`src/rtl/instr_mem_pkg.sv`:
```
// ---------------------------------------------------------------------------
// instr_mem_pkg
// Shared definitions for the instruction memory: the default halt/fill word
// and the controller state encoding.
// ---------------------------------------------------------------------------
package instr_mem_pkg;

    // Word written by the fill sequence and returned for faulting fetches.
    localparam logic [15:0] HALT_WORD_DEFAULT = 16'hEBCF;

    // Controller states: INIT fills the array, READY serves fetches and loads.
    typedef enum logic {
        INIT  = 1'b0,
        READY = 1'b1
    } state_e;

endpackage : instr_mem_pkg

```
`src/rtl/instr_mem_array.sv`:
```
// ---------------------------------------------------------------------------
// instr_mem_array
// DEPTH x DATA_W storage with one write port and one registered read port.
// A read and a write to the same index in one cycle return the old word.
//
// Ports
//   clk      rising-edge clock
//   we_i     write enable
//   waddr_i  write word index
//   wdata_i  write data
//   re_i     read enable; rdata_o updates only when set
//   raddr_i  read word index
//   rdata_o  read data, one cycle after re_i, held otherwise
// ---------------------------------------------------------------------------
module instr_mem_array #(
    parameter int DATA_W = 16,
    parameter int DEPTH  = 32,
    parameter int IDX_W  = 5
) (
    input  logic              clk,
    input  logic              we_i,
    input  logic [IDX_W-1:0]  waddr_i,
    input  logic [DATA_W-1:0] wdata_i,
    input  logic              re_i,
    input  logic [IDX_W-1:0]  raddr_i,
    output logic [DATA_W-1:0] rdata_o
);

    logic [DATA_W-1:0] mem_q [DEPTH];
    logic [DATA_W-1:0] rdata_q;

    // Storage write and registered read; the read samples the pre-write word.
    always_ff @(posedge clk) begin
        if (we_i) begin
            mem_q[waddr_i] <= wdata_i;
        end
        if (re_i) begin
            rdata_q <= mem_q[raddr_i];
        end
    end

    assign rdata_o = rdata_q;

endmodule : instr_mem_array

```
`src/rtl/instr_mem.sv`:
```
// ---------------------------------------------------------------------------
// instr_mem
// Instruction memory with a power-up fill sequence, a single-cycle-latency
// fetch port and a program-load write port. Fetches that are misaligned or
// beyond the array return HALT_WORD flagged with addr_err.
//
// Ports
//   clk          rising-edge clock
//   rst          synchronous active-high reset; restarts the fill
//   fetch_req    fetch request, accepted when fetch_ready is high
//   fetch_addr   fetch byte address
//   fetch_ready  high in READY
//   instr_valid  one-cycle pulse, the cycle after an accepted fetch
//   instr        fetched word, held while instr_valid is low
//   addr_err     with instr_valid: fetch was misaligned or out of range
//   prog_we      load write enable (ignored during the fill)
//   prog_addr    load byte address
//   prog_data    load data
//   init_busy    high while the fill sequence runs
// ---------------------------------------------------------------------------
module instr_mem
    import instr_mem_pkg::*;
#(
    parameter int                DATA_W    = 16,
    parameter int                DEPTH     = 32,
    parameter int                ADDR_W    = 8,
    parameter logic [DATA_W-1:0] HALT_WORD = DATA_W'(HALT_WORD_DEFAULT)
) (
    input  logic              clk,
    input  logic              rst,
    input  logic              fetch_req,
    input  logic [ADDR_W-1:0] fetch_addr,
    output logic              fetch_ready,
    output logic              instr_valid,
    output logic [DATA_W-1:0] instr,
    output logic              addr_err,
    input  logic              prog_we,
    input  logic [ADDR_W-1:0] prog_addr,
    input  logic [DATA_W-1:0] prog_data,
    output logic              init_busy
);

    localparam int                BYTES     = DATA_W / 8;
    localparam int                OFF_W     = $clog2(BYTES);
    localparam int                IDX_W     = (DEPTH > 1) ? $clog2(DEPTH) : 1;
    localparam logic [ADDR_W-1:0] OFF_MASK  = ADDR_W'(BYTES - 1);
    localparam logic [ADDR_W:0]   DEPTH_EXT = (ADDR_W + 1)'(DEPTH);
    localparam logic [IDX_W-1:0]  LAST_IDX  = IDX_W'(DEPTH - 1);

    // True when a byte address is word aligned and its index lies in the array.
    // Indices past the end are errors; they never alias onto low entries.
    function automatic logic addr_in_map(input logic [ADDR_W-1:0] a);
        logic [ADDR_W-1:0] idx;
        idx = a >> OFF_W;
        return ((a & OFF_MASK) == '0) && ({1'b0, idx} < DEPTH_EXT);
    endfunction

    state_e            state_q, state_d;
    logic [IDX_W-1:0]  cnt_q, cnt_d;
    logic              valid_q;
    logic              err_q;
    logic              halt_sel_q;   // selects HALT_WORD onto instr

    logic              f_ok_s;
    logic              accept_s;
    logic [IDX_W-1:0]  f_idx_s;
    logic [IDX_W-1:0]  p_idx_s;
    logic              we_s;
    logic              arr_we_s;
    logic [IDX_W-1:0]  waddr_s;
    logic [DATA_W-1:0] wdata_s;
    logic [DATA_W-1:0] rdata_s;

    assign f_ok_s   = addr_in_map(fetch_addr);
    assign f_idx_s  = IDX_W'(fetch_addr >> OFF_W);
    assign p_idx_s  = IDX_W'(prog_addr >> OFF_W);
    assign accept_s = fetch_req && (state_q == READY) && !rst;
    // No array writes of any kind while reset is asserted.
    assign arr_we_s = we_s && !rst;

    // Next-state, fill counter and write-port steering.
    always_comb begin
        state_d = state_q;
        cnt_d   = cnt_q;
        we_s    = 1'b0;
        waddr_s = cnt_q;
        wdata_s = HALT_WORD;
        case (state_q)
            INIT: begin
                we_s    = 1'b1;
                waddr_s = cnt_q;
                wdata_s = HALT_WORD;
                if (cnt_q == LAST_IDX) begin
                    state_d = READY;
                    cnt_d   = '0;
                end else begin
                    cnt_d = cnt_q + IDX_W'(1);
                end
            end
            READY: begin
                if (prog_we && addr_in_map(prog_addr)) begin
                    we_s    = 1'b1;
                    waddr_s = p_idx_s;
                    wdata_s = prog_data;
                end else begin
                    we_s = 1'b0;
                end
            end
            default: begin
                state_d = INIT;
                cnt_d   = '0;
            end
        endcase
    end

    // Controller state and fetch response registers.
    always_ff @(posedge clk) begin
        if (rst) begin
            state_q    <= INIT;
            cnt_q      <= '0;
            valid_q    <= 1'b0;
            err_q      <= 1'b0;
            halt_sel_q <= 1'b1;
        end else begin
            state_q <= state_d;
            cnt_q   <= cnt_d;
            valid_q <= accept_s;
            if (accept_s) begin
                err_q      <= !f_ok_s;
                halt_sel_q <= !f_ok_s;
            end else begin
                err_q <= 1'b0;
            end
        end
    end

    instr_mem_array #(
        .DATA_W (DATA_W),
        .DEPTH  (DEPTH),
        .IDX_W  (IDX_W)
    ) u_array (
        .clk     (clk),
        .we_i    (arr_we_s),
        .waddr_i (waddr_s),
        .wdata_i (wdata_s),
        .re_i    (accept_s && f_ok_s),
        .raddr_i (f_idx_s),
        .rdata_o (rdata_s)
    );

    // The array only reads on good fetches, so its held output stays valid
    // for instr-hold; faults and reset substitute HALT_WORD instead.
    assign instr       = halt_sel_q ? HALT_WORD : rdata_s;
    assign instr_valid = valid_q;
    assign addr_err    = err_q;
    assign fetch_ready = (state_q == READY);
    assign init_busy   = (state_q == INIT);

endmodule : instr_mem
```
`config.mk`:
```
export PLATFORM = sky130hd
export DESIGN_NAME = instr_mem
export DESIGN_NICKNAME = d
export VERILOG_FILES = /design/src/rtl/instr_mem_pkg.sv /design/src/rtl/instr_mem_array.sv /design/src/rtl/instr_mem.sv
export SDC_FILE = /design/constraint.sdc
export NUM_CORES = 1
export LEC_CHECK = 0
export ABC_AREA = 1
export CAP_MARGIN = 20
export CORE_AREA = 5 5 219 221
export DETAILED_ROUTE_END_ITERATION = 7
export DIE_AREA = 0 0 224 226
export HOLD_SLACK_MARGIN = 0.1
export SLEW_MARGIN = 40
export SYNTH_ARGS = -nofsm -noshare
export SYNTH_HDL_FRONTEND = slang
export SYNTH_SLANG_ARGS = --single-unit
export TNS_END_PERCENT = 30
```
`constraint.sdc`:
```
create_clock -name clk -period 4 [get_ports clk]
set_input_delay 0.4 -clock clk [delete_from_list [all_inputs] [get_ports clk]]
set_output_delay 0.4 -clock clk [all_outputs]
set_load 0.03 [all_outputs]
```
# Yosys cells after proc, flatten, opt, wreduce, memory -nomap -nowiden
# Memories as Yosys holds them, arrays and structs flattened. A register that Yosys moved wholly into a read port is not among the register bits.
# Cells that the tools add are included.
# totals
reg_bits	9
latchBits	0
mem_bits_rw	512
romBits	0
in_bits	36
output_inout_bits	20
word_cells	36
n_memories	1
# classes
addsub	1
multipliers	0
n_div	0
n_lt_le_gt_ge	2
n_eq_ne	1
shifts	0
n_mux	12
n_bitwise	2
n_reduce_logical	12
# memory_table
name	depth	width	rd	rd_clocked_by_memory_dff	wr	line_no	text
u_array.mem_q	32	16	1	1	1	instr_mem_array.sv:29	logic [DATA_W-1:0] mem_q [DEPTH];
# op_table
op	n
2-to-1 mux 16 bit	2
one-hot mux 16 bit (2 select lines)	1
zero test 8 bit	2
less-than comparator 7 x 6 -> 1 bit (second input constant)	2
2-to-1 mux 5 bit	2
one-hot mux 5 bit (2 select lines)	1
logical AND 1 bit	7
adder 5 x 1 -> 5 bit (second input constant)	1
equality test 5 bit (second input constant)	1
2-to-1 mux 1 bit	5
zero test 1 bit	2
NOT 1 bit	2
one-hot mux 1 bit (2 select lines)	1
OR reduction 2 bit	1

# Depth between registers and ports, before layout
# Gate-level depths: netlist (run 1).
# depth
ltp_word	8
ltp_mapped	12
mapped_depth_nobuf	10

# Hierarchy
# A second synthesis (run 1) with hierarchy kept.
# hier_totals
cells_unflattened	1909
area_unflattened_um2	22188.8
# modules_own_cells
mod	instances	cells_per_inst	area_per_inst_um2	seq_area_each_um2
instr_mem_array	1	1794	21461.8	15855.2
instr_mem	1	115	726.9	180.2

# Least setup slack after synthesis (run 1)
# OpenSTA, ideal clock, no wires.
# synth_path
kind	flip-flop to flip-flop
start	register state_q, in the netlist fetch_ready
end	memory u_array.mem_q[20][0], enable pin
setup_ps	388
t_arrival_ps	2169
t_required_ps	3612
slack_ps	1442
path_stages_with_launch	8
n_path_buf	1
path_cell_list	dfxtp_1 -> inv_4 -> nor2_8 -> buf_8 -> o21ai_2 -> nor2_2 -> nand2_2 -> nor2_1
# synth_via
elab_chain_cells	5
elab_cells_between_ends	6
classes_between	mux: 4; bitwise: 1; reduce/logical: 1
# synth_lines
element	line_no	text
start, declared	instr_mem.sv:58	state_e state_q, state_d;
start signal, assigned	instr_mem.sv:125	state_q <= state_d;
NOT 1 bit *	n/a	
net init_busy	instr_mem.sv:40	output logic init_busy
one-hot mux 1 bit (2 select lines)	instr_mem.sv:88	case (state_q)
logical AND 1 bit	instr_mem.sv:79	assign arr_we_s = we_s && !rst;
2-to-1 mux 1 bit	instr_mem_array.sv:34	if (we_i) begin
2-to-1 mux 1 bit (implied by the code)	instr_mem_array.sv:35	mem_q[waddr_i] <= wdata_i;
end, declared	instr_mem_array.sv:29	
# Mark *: on every way through the listed nets, which the timed path passes. The rest lies on a longest branch.

# Worst setup path after layout (run 1)
# layout_path
start	register halt_sel_q
end	output port instr[14]
# layout_via
elab_chain_cells	1
# layout_lines
element	line_no	text
start, declared	instr_mem.sv:62	logic halt_sel_q;
start signal, assigned	instr_mem.sv:130	halt_sel_q <= !f_ok_s;
2-to-1 mux 16 bit	instr_mem.sv:153	assign instr = halt_sel_q ? HALT_WORD : rdata_s;
end, declared	instr_mem.sv:35	output logic [DATA_W-1:0] instr,
# No other way between the ends.

==> summary.log, run 1 <==
[outcome] outcome completed
[critical_path] register-to-register setup slack 1.53 ns
[sta] hold violation count in the final report 0
[yosys] number of synthesized flops with an enable pin 528
[critical_path] Critical R2R Launch fetch_ready
[clock_tree] maximum count of clock buffers along a single path 3
[final_layout] combined area of the multi-input logic cells 5380 um^2
[route] Starting DRT DRC Count 1235
[power_and_ir_drop] Lkg Pwr 9.57 nW
[clock_tree] total of hold buffers inserted after clock tree synthesis 0
[yosys] synthesized instance count 1913
[run] Maximum Capacitance Violations 0
[sta] Final Setup Violations 0
[critical_path] data arrival time at the worst-slack endpoint 2.34 ns
[yosys] cell types with the largest area share after synthesis edfxtp_1 72%, nand2_1 13%, nand3_1 8.7%
[floorplanning] area inside the core boundary 46000 um^2
[placed_design] placer congestion estimate 0.882
[yosys] mean cell area of the mapped netlist 11.5 um^2
[power_and_ir_drop] total power 12.0 mW
[floorplanning] IO Count 56
[yosys] sequential-to-total area share from yosys stat 72.8%
[critical_path] critical register-to-register path endpoint u_array.mem_q[23][1]
[route] via total after detailed routing 14200
[placed_design] final HPWL from detailed placement 32.6 mm
[placed_design] placement-stage cell area 23300 um^2
[min_path] Hold/Removal Path Class primary input to register
[yosys] FF+latch count, synth 537
[critical_path] capture point of the critical path instr[14]
[floorplanning] Die Span Y 226 um
[yosys] Top FF cell, synth edfxtp_1
[sta] Period Utilization, post-route 68.4%
[clock_tree] clock-pin slew of the registers on the worst-case setup and hold paths 0.06 ns
[yosys] portion of synthesized cell area occupied by the leading cell type 72.0%
[clock_tree] Setup Fix Bufs, Post-CTS 0
[critical_path] launch point of the critical path halt_sel_q
[clock_tree] H-tree Lvls 2
[global_routing] global-route wire length before repair 85.3 mm
[final_layout] fraction of final layout cells sized beyond drive strength 1 10.3%
[yosys] cell type with the highest aggregate area in the netlist edfxtp_1
[critical_path] worst reg-to-reg path cell count 7
[yosys] Yosys warnings 0
[clock_tree] total CTS buffers 55
[sta] final total negative setup slack 0 ns
[sta] final slew viol count 0
[final_layout] layout overhead on the synthesized area 14.7%
[global_routing] global routing usage summed across all routing layers 22.6%
[route] Post-Route WL 57.4 mm
[sta] worst slew margin relative to its limit 41.7%
[final_layout] area occupied by registers 16000 um^2
[power_and_ir_drop] Power Dens Cells 475 nW/um^2
[global_routing] maximum number of pins on one net before global-route repair 132
[sta] highest achievable clock rate 366 MHz
[yosys] Cell variety after synth 27
[sta] Worst-Margin Slew 0.874 ns
[route] number of detailed-routing iterations run before antenna repair 5
[floorplanning] effective utilization at floorplan 47.9%
[sta] Worst Clk Skew 0.0132 ns
[clock_tree] TritonCTS sink count 537
[clock_tree] Clock Tree Root clkbuf_16
[clock_tree] CTS tree done
[route] Post-DRT Antenna Nets 0
[critical_path] CP Max Fanout 17
[global_routing] antenna violations before repair 0
[floorplanning] Core Rows 79
[sta] setup ws final 1.26 ns
[clock_tree] post-cts repair resize count 0
[route] remaining routing DRC violations 0
[final_layout] Fill cells 3875
[route] Routed WL per cell 21.9 um
[critical_path] type of the worst setup path register to output port
[floorplanning] Die Footprint 50600 um^2
[yosys] Mapped Nets 1951
[clock_tree] later-pin clock latency in the skew report 0.60 ns
[floorplanning] DIE WIDTH 224 um
[global_routing] overall overflow remaining after global route 0
[critical_path] required time at the worst-slack endpoint 3.60 ns
[global_routing] number of global-route vias before repair 13500
[yosys] share of synthesized registers carrying an async set or reset 0%
[placed_design] dpl ws 1.07 ns
[yosys] commonest cells in the synthesized netlist 735 x nand2_1, 528 x edfxtp_1, 385 x nand3_1
[final_layout] Layout Nets 2012
[critical_path] type of element launching the critical path register
[critical_path] crit end category output port
[placed_design] Port Buffers 55
[sta] setup repair after global routing missed its margin no
[route] via count normalized by instance count 5.39
[yosys] post-synth design cell area 22000 um^2
[yosys] most frequent cell after synthesis nand2_1
[power_and_ir_drop] worst IR drop on VDD 0.000376 V
[final_layout] total non-filler cell area in the finished layout 25300 um^2
[sta] clock period minus worst slack 2.74 ns
-- cell type report --
class,count,share of cell area [%]
diodes,1,0.00990
clock buffers,66,5.78
clock inverters,36,1.60
inverters,28,0.466
multi-input cells,1237,21.3
flip-flops and latches,537,63.5
well taps,607,3.01
repair buffers,115,4.39
-- cell families (layout without fill, tap and decap cells) --
logic type               Yosys count  count (layout)  share of synthesized area, %
AND/OR/NAND/NOR                 1221            1221                          23.7
flip-flops                       537             537                          72.8
buffers and inverters            139             245                          2.92
AO/OA/AOI/OAI                     14              14                         0.437
adder cells (fa/ha/maj)            2               2                         0.114
other                              0               1                             0
-- critical path, stage by stage (launching register included) --
cell and delay (ns):
dfxtp_1 0.78, or2_2 0.28, clkdlybuf4s50_1 0.68
-- routing by layer --
layer  global-route usage (%)  share of wire [%]
met1                     29.6                 40
met2                     39.2                 52
met3                     2.81                5.2
met4                     7.87                3.2
met5                        0                  0
-- power breakdown --
part           internal (mW)  switching (mW)  total, mW
clock                   3.17            2.11       5.28
combinational          0.178           0.417      0.595
sequential              6.12         0.00680       6.12
total                   9.47            2.53       12.0
-- worst min path at each step --
stage                         start     endpoint  slack [ns]  cells after the start
after floorplan                 rst  fetch_ready        0.47                      1
after global placement     cnt_q[2]     cnt_q[2]        0.52                      2
after detailed placement   cnt_q[2]     cnt_q[2]        0.53                      2
after CTS                 fetch_req  instr_valid        0.44                      3
after global routing      fetch_req   halt_sel_q        0.47                      3
final                     fetch_req  instr_valid        0.47                      3
-- sequential cells by signal (all words and copies together), names as in the netlist --
signal	cells
addr_err	1
cnt_q	5
fetch_ready	1
halt_sel_q	1
instr_valid	1
u_array.mem_q	512
u_array.rdata_o	16
-- per-stage QoR --
stage	utilization (%)	instances	hold WS, ns
global route	55.0	2626	0.473
CTS	54.9	2624	0.441
global placement	50.8	2522	0.524
detailed placement	50.8	2522	0.531
finish	55.0	2627	0.470
floorplan	-	1913	0.469
-- placed cells by master (no fill, tap or decap), types with 9 or more instances in the layout --
cell type and instances:
dfxtp_1 9, clkinv_2 14, clkbuf_1 9, buf_4 52, nor2_1 47, clkbuf_16 57
buf_12 9, nand3_1 385, bufinv_16 9, or2_2 20, inv_1 22, nand2_1 735
clkinv_1 9, edfxtp_1 528, clkdlybuf4s50_1 52, nand2_2 10
Note: power is estimated with default switching activity, not from simulation.
==> run 2: changes to the inputs <==
PLACE_DENSITY = 0.67   (was default)
clock period = 2.2 ns   (was 4 ns; I/O delays follow)
==> summary.log, run 2 (synthesis results as in run 1) <==
[final_layout] number of flip-flops under the largest register name 512
[sta] final slew viol count 0
[critical_path] CP Max Fanout 7
[clock_tree] H-tree Lvls 2
[clock_tree] later-pin clock latency in the skew report 0.59 ns
[min_path] worst hold endpoint u_array.mem_q[7][4]
[power_and_ir_drop] worst IR drop on VDD 0.000536 V
[floorplanning] effective utilization at floorplan 47.9%
[sta] clock period minus worst slack 2.11 ns
[sta] highest achievable clock rate 474 MHz
[power_and_ir_drop] Power Dens Cells 824 nW/um^2
[floorplanning] Die Footprint 50600 um^2
[min_path] Hold/Removal Path Class primary input to register
[final_layout] layout overhead on the synthesized area 18.8%
[final_layout] final instance count without filler cells 2653
[clock_tree] total CTS buffers 52
[sta] Final Setup Violations 0
[placed_design] placer congestion estimate 0.878
[global_routing] antenna violations before repair 1
[critical_path] required time at the worst-slack endpoint 1.98 ns
[global_routing] maximum number of pins on one net before global-route repair 118
[clock_tree] total of hold buffers inserted after clock tree synthesis 0
[clock_tree] clock-pin slew of the registers on the worst-case setup and hold paths 0.06 ns
[sta] Period Utilization, post-route 95.9%
[global_routing] global routing usage summed across all routing layers 21.4%
[power_and_ir_drop] Lkg Pwr 9.88 nW
[clock_tree] Clock Tree Root clkbuf_16
[sta] hold slack final 0.334 ns
[final_layout] most frequent cells in the layout 735 x nand2_1, 528 x edfxtp_1, 385 x nand3_1, 61 x buf_12, 53 x clkbuf_16
[sta] setup repair after global routing missed its margin no
[route] number of detailed-routing iterations run before antenna repair 5
[final_layout] Most flops, register u_array.mem_q
[placed_design] Port Buffers 55
[critical_path] data arrival time at the worst-slack endpoint 1.89 ns
[clock_tree] CTS tree done
[placed_design] final HPWL from detailed placement 33.0 mm
[floorplanning] Core Rows 79
[final_layout] fraction of final layout cells sized beyond drive strength 1 12.9%
[route] via count normalized by instance count 5.43
[route] Routed WL per cell 20.7 um
[critical_path] type of element launching the critical path register
[final_layout] Fill cells 3678
[sta] Worst-Margin Slew 0.725 ns
[min_path] hold path cells 3
[global_routing] overall overflow remaining after global route 0
[critical_path] Critical R2R Launch fetch_ready
[final_layout] Layout Nets 2044
[route] via total after detailed routing 14400
[global_routing] number of global-route vias before repair 13800
[sta] final total negative setup slack 0 ns
[critical_path] critical register-to-register path endpoint u_array.mem_q[11][12]
[route] Starting DRT DRC Count 1658
[clock_tree] maximum count of clock buffers along a single path 3
[final_layout] number of inserted diodes 0
[global_routing] global-route wire length before repair 82.1 mm
[critical_path] type of the worst setup path register to output port
[route] Post-Route WL 54.8 mm
[outcome] outcome completed
[final_layout] most common cell after layout, fill and taps aside nand2_1
[placed_design] placed cell count 2559
[route] remaining routing DRC violations 0
[floorplanning] Die Span Y 226 um
[sta] hold violation count in the final report 0
[clock_tree] TritonCTS sink count 537
[critical_path] register-to-register setup slack 0.10 ns
[floorplanning] IO Count 56
[floorplanning] DIE WIDTH 224 um
[sta] worst slew margin relative to its limit 51.6%
[run] Maximum Capacitance Violations 0
[critical_path] worst reg-to-reg path cell count 8
[critical_path] crit end category output port
[route] Post-DRT Antenna Nets 0
[min_path] hold path startpoint prog_data[4]
[sta] Worst Clk Skew 0.0120 ns
[floorplanning] area inside the core boundary 46000 um^2
-- run 2: changes by cell type in the layout (fill, tap and decap cells not counted), sizes merged --
cell,delta
clkinv,-8
diode,-1
dlymetal6s2s,+1
clkdlybuf4s50,-13
dlygate4sd2,+12
clkinvlp,-3
buf,+35
bufinv,+1
clkbuf,+2
-- run 2: area by class of cell --
class	count	area, um^2	share of cell area (%)
clock inverters	26	372	1.42
repair buffers	150	2010	7.69
flip-flops and latches	537	16000	61.3
multi-input cells	1237	5460	20.9
well taps	607	759	2.90
inverters	28	115	0.440
clock buffers	68	1410	5.40
-- run 2: through the flow --
stage | power, mW | utilization (%) | worst slack (ns) | instance area (um^2)
6_report | 21.5 | 56.9 | 0.0894 | 26200
5_1_grt | 22.2 | 56.9 | 0.0142 | 26200
4_1_cts | 21.7 | 56.9 | 0.0465 | 26200
3_5_place_dp | 12.5 | 53.1 | -0.314 | 24400
3_3_place_gp | 12.5 | 53.1 | -0.272 | 24400
2_1_floorplan | 12.0 | - | -0.00310 | 22100
-- run 2: worst max-delay path by stage --
| stage | start | to | slack, ns | cells past startpoint |
|---|---|---|---|---|
| detailed placement | prog_we | u_array.mem_q[31][5] | -0.31 | 11 |
| CTS | halt_sel_q | instr[5] | 0.05 | 3 |
| global placement | prog_we | u_array.mem_q[31][8] | -0.27 | 11 |
| floorplan | fetch_ready | u_array.mem_q[0][0] | -0.003 | 6 |
| global route | halt_sel_q | instr[5] | 0.01 | 3 |
| finish | halt_sel_q | instr[5] | 0.09 | 3 |
-- run 2: critical path, cell delays in order (launching register included) --
cell and delay [ns]:
dfxtp_1 0.32, buf_4 0.18, nor2_1 0.13, clkdlybuf4s50_1 0.68
-- run 2: repair_timing --
item                                    CTS  global route
resized for setup                        12             1
endpoints found under the setup margin   12             1
buffers inserted                          0             0
pin swaps                                 0             0
-- run 2: per-layer routing --
| layer | GRT usage (%) | vias up | part of all wire, % |
|---|---|---|---|
| met1 | 29.8 | 6966 | 41 |
| li1 | - | 6810 | - |
| met5 | 0 | - | 0 |
| met3 | 3.64 | 94 | 7.7 |
| met2 | 34.5 | 546 | 48 |
| met4 | 7.53 | 0 | 3.4 |
-- run 2: where the power goes --
part | switching (mW) | leakage, nW | internal [mW]
logic | 0.776 | 3.75 | 0.367
clock network | 3.61 | 0.868 | 5.67
registers | 0.0124 | 5.26 | 11.1
==> run 3: changes to the inputs <==
GPL_TIMING_DRIVEN = 0   (was default)
==> summary.log, run 3 (synthesis results as in run 1) <==
[power_and_ir_drop] switching share of power 21.6%
[sta] final slew viol count 0
[critical_path] required time at the worst-slack endpoint 2.51 ns
[route] Post-DRT Antenna Nets 0
[floorplanning] Die Footprint 50600 um^2
[route] via count normalized by instance count 5.60
[critical_path] critical path buffer and inverter count 2
[sta] final total negative setup slack -26.16 ns
[final_layout] Most flops, register u_array.mem_q
[global_routing] global routing usage summed across all routing layers 24.4%
[power_and_ir_drop] sequential cell fraction of total power 51.6%
[power_and_ir_drop] Lkg Pwr 9.80 nW
[route] highest routing layer actually used met4
[floorplanning] Core Rows 79
[placed_design] placer congestion estimate 1.03
[global_routing] global-route wire length before repair 91.0 mm
[power_and_ir_drop] clock group share of total power 42.7%
[route] Routed met3 length 6.10 mm
[route] Routed WL per cell 23.0 um
[route] via total after detailed routing 15100
[final_layout] total non-filler cell area in the finished layout 26000 um^2
[sta] Final Setup Violations 332
[placed_design] Port Buffers 52
[clock_tree] CTS tree done
[floorplanning] effective utilization at floorplan 47.9%
[route] Post-Route WL 62.2 mm
[critical_path] crit end category register
[global_routing] overall overflow remaining after global route 0
[final_layout] most common cell after layout, fill and taps aside nand2_1
[critical_path] CP Max Fanout 15
[sta] clock period minus worst slack 2.34 ns
[global_routing] number of global-route vias before repair 14600
[floorplanning] area inside the core boundary 46000 um^2
[sta] worst slew margin relative to its limit 40.9%
[final_layout] layout overhead on the synthesized area 17.9%
[sta] setup ws final -0.139 ns
[global_routing] antenna violations before repair 0
[critical_path] crit-path cells inv_8 -> nor2_8 -> o21ai_0 -> nand3_2 -> nor2_4 -> buf_12
[route] Starting DRT DRC Count 1748
[outcome] outcome finished, violations left
[outcome] violated checks setup timing
[final_layout] fraction of final layout cells sized beyond drive strength 1 13.4%
[route] number of detailed-routing iterations run before antenna repair 8
[critical_path] type of element launching the critical path register
[route] remaining routing DRC violations 0
[final_layout] number of flip-flops under the largest register name 512
[run] Maximum Capacitance Violations 0
[sta] highest achievable clock rate 428 MHz
[clock_tree] total of hold buffers inserted after clock tree synthesis 0
[sta] setup repair after global routing missed its margin yes
[sta] Worst Clk Skew 0.0203 ns
[route] Post-Route M1 WL 24.3 mm
[clock_tree] clock-pin slew of the registers on the worst-case setup and hold paths 0.06 ns
[floorplanning] DIE WIDTH 224 um
[placed_design] placement-stage cell area 23700 um^2
[critical_path] category of cells accounting for the largest share of critical-path delay simple AND/OR/NAND/NOR gates
[power_and_ir_drop] power share of the combinational group 5.7%
[clock_tree] maximum count of clock buffers along a single path 3
[global_routing] maximum number of pins on one net before global-route repair 33
[min_path] Hold/Removal Path Class primary input to register
[floorplanning] Die Span Y 226 um
[power_and_ir_drop] Power Dens Cells 830 nW/um^2
[clock_tree] total CTS buffers 52
[sta] Period Utilization, post-route 106%
[final_layout] post-layout util 56.5%
[sta] hold violation count in the final report 0
[clock_tree] TritonCTS sink count 537
[clock_tree] Clock Tree Root clkbuf_16
[placed_design] final HPWL from detailed placement 40.6 mm
[critical_path] Slowest Stage Delay on Critical Path 0.62 ns
[critical_path] data arrival time at the worst-slack endpoint 2.65 ns
[critical_path] cell with the largest stage delay on the worst path nand3_2
[floorplanning] IO Count 56
[clock_tree] later-pin clock latency in the skew report 0.60 ns
[sta] hold slack final 0.158 ns
[final_layout] most frequent cells in the layout 735 x nand2_1, 528 x edfxtp_1, 385 x nand3_1, 53 x clkbuf_16, 48 x buf_2
[power_and_ir_drop] Int Power 16.9 mW
[power_and_ir_drop] NetSw 4.66 mW
[route] total met2 wirelength after detailed routing 29.0 mm
[power_and_ir_drop] worst IR drop on VDD 0.000726 V
[sta] Worst-Margin Slew 0.887 ns
[clock_tree] H-tree Lvls 2
[final_layout] Layout Nets 2094
[critical_path] type of the worst setup path register to register
run 3: cell count changes in the layout (fill, tap and decap cells not counted), sizes merged:
cell and delta:
buf +16, bufinv -1, clkbuf +26, clkinv +8, clkinvlp +2, diode +1, dlygate4sd2 +1, dlymetal6s2s -1
run 3: metrics by stage:
| step | setup slack (ns) | power [mW] | std cells |
|---|---|---|---|
| 6_report | -0.139 | 21.6 | 2705 |
| 5_1_grt | -0.170 | 22.1 | 2704 |
| 4_1_cts | -0.100 | 21.6 | 2701 |
| 3_5_place_dp | -1.09 | 12.5 | 2579 |
| 3_3_place_gp | -2.13 | 12.5 | 2572 |
| 2_1_floorplan | -0.00310 | 12.0 | 1913 |
run 3: area by class of cell:
type / instances / area (um^2)
Multi-Input combinational cell: 1237 / 5660
Clock buffer: 60 / 1350
Buffer: 111 / 552
Fill cell: 3701 / 20000
Sequential cell: 537 / 16000
Antenna cell: 1 / 2.50
Tap cell: 607 / 759
Inverter: 28 / 113
Timing Repair Buffer: 89 / 1090
Clock inverter: 35 / 400
run 3: layer usage:
metal / vias up / track usage, %
li1: 6920 / -
met1: 7289 / 32.4
met2: 760 / 38.7
met3: 168 / 6.30
met4: 0 / 10.3
met5: - / 0
run 3: what timing repair did:
item | CTS | global route
setup buffers | 27 | 3
cloned | 0 | 0
gates resized for setup | 39 | 12
pin swaps | 24 | 6
endpoints found under the setup margin | 646 | 595
endpoints found under the hold margin | 0 | 0
run 3: power groups by stage:
stage                     clock network (mW)  registers, mW  logic, mW
final                                   9.21           11.1       1.23
after global routing                    9.69           11.1       1.32
after CTS                               9.26           11.1       1.20
after detailed placement                   0           11.4       1.17
after global placement                     0           11.4       1.13
after floorplan                            0           11.3      0.688
run 3: worst min-delay path: stages:
cell,delay (ns)
clkbuf_1,0.20
nand2_1,0.13
nand2_1,0.05
run 3: path summary, 6_finish.rpt:
check	to	startpoint	slack, ns	cells past startpoint
worst max-delay path	u_array.mem_q[8][10]	fetch_ready	-0.14	6
worst min-delay path	u_array.rdata_o[2]	fetch_addr[5]	0.16	3
worst min register to register	cnt_q[4]	cnt_q[4]	0.56	2
worst max register to register	u_array.mem_q[8][10]	fetch_ready	-0.14	6
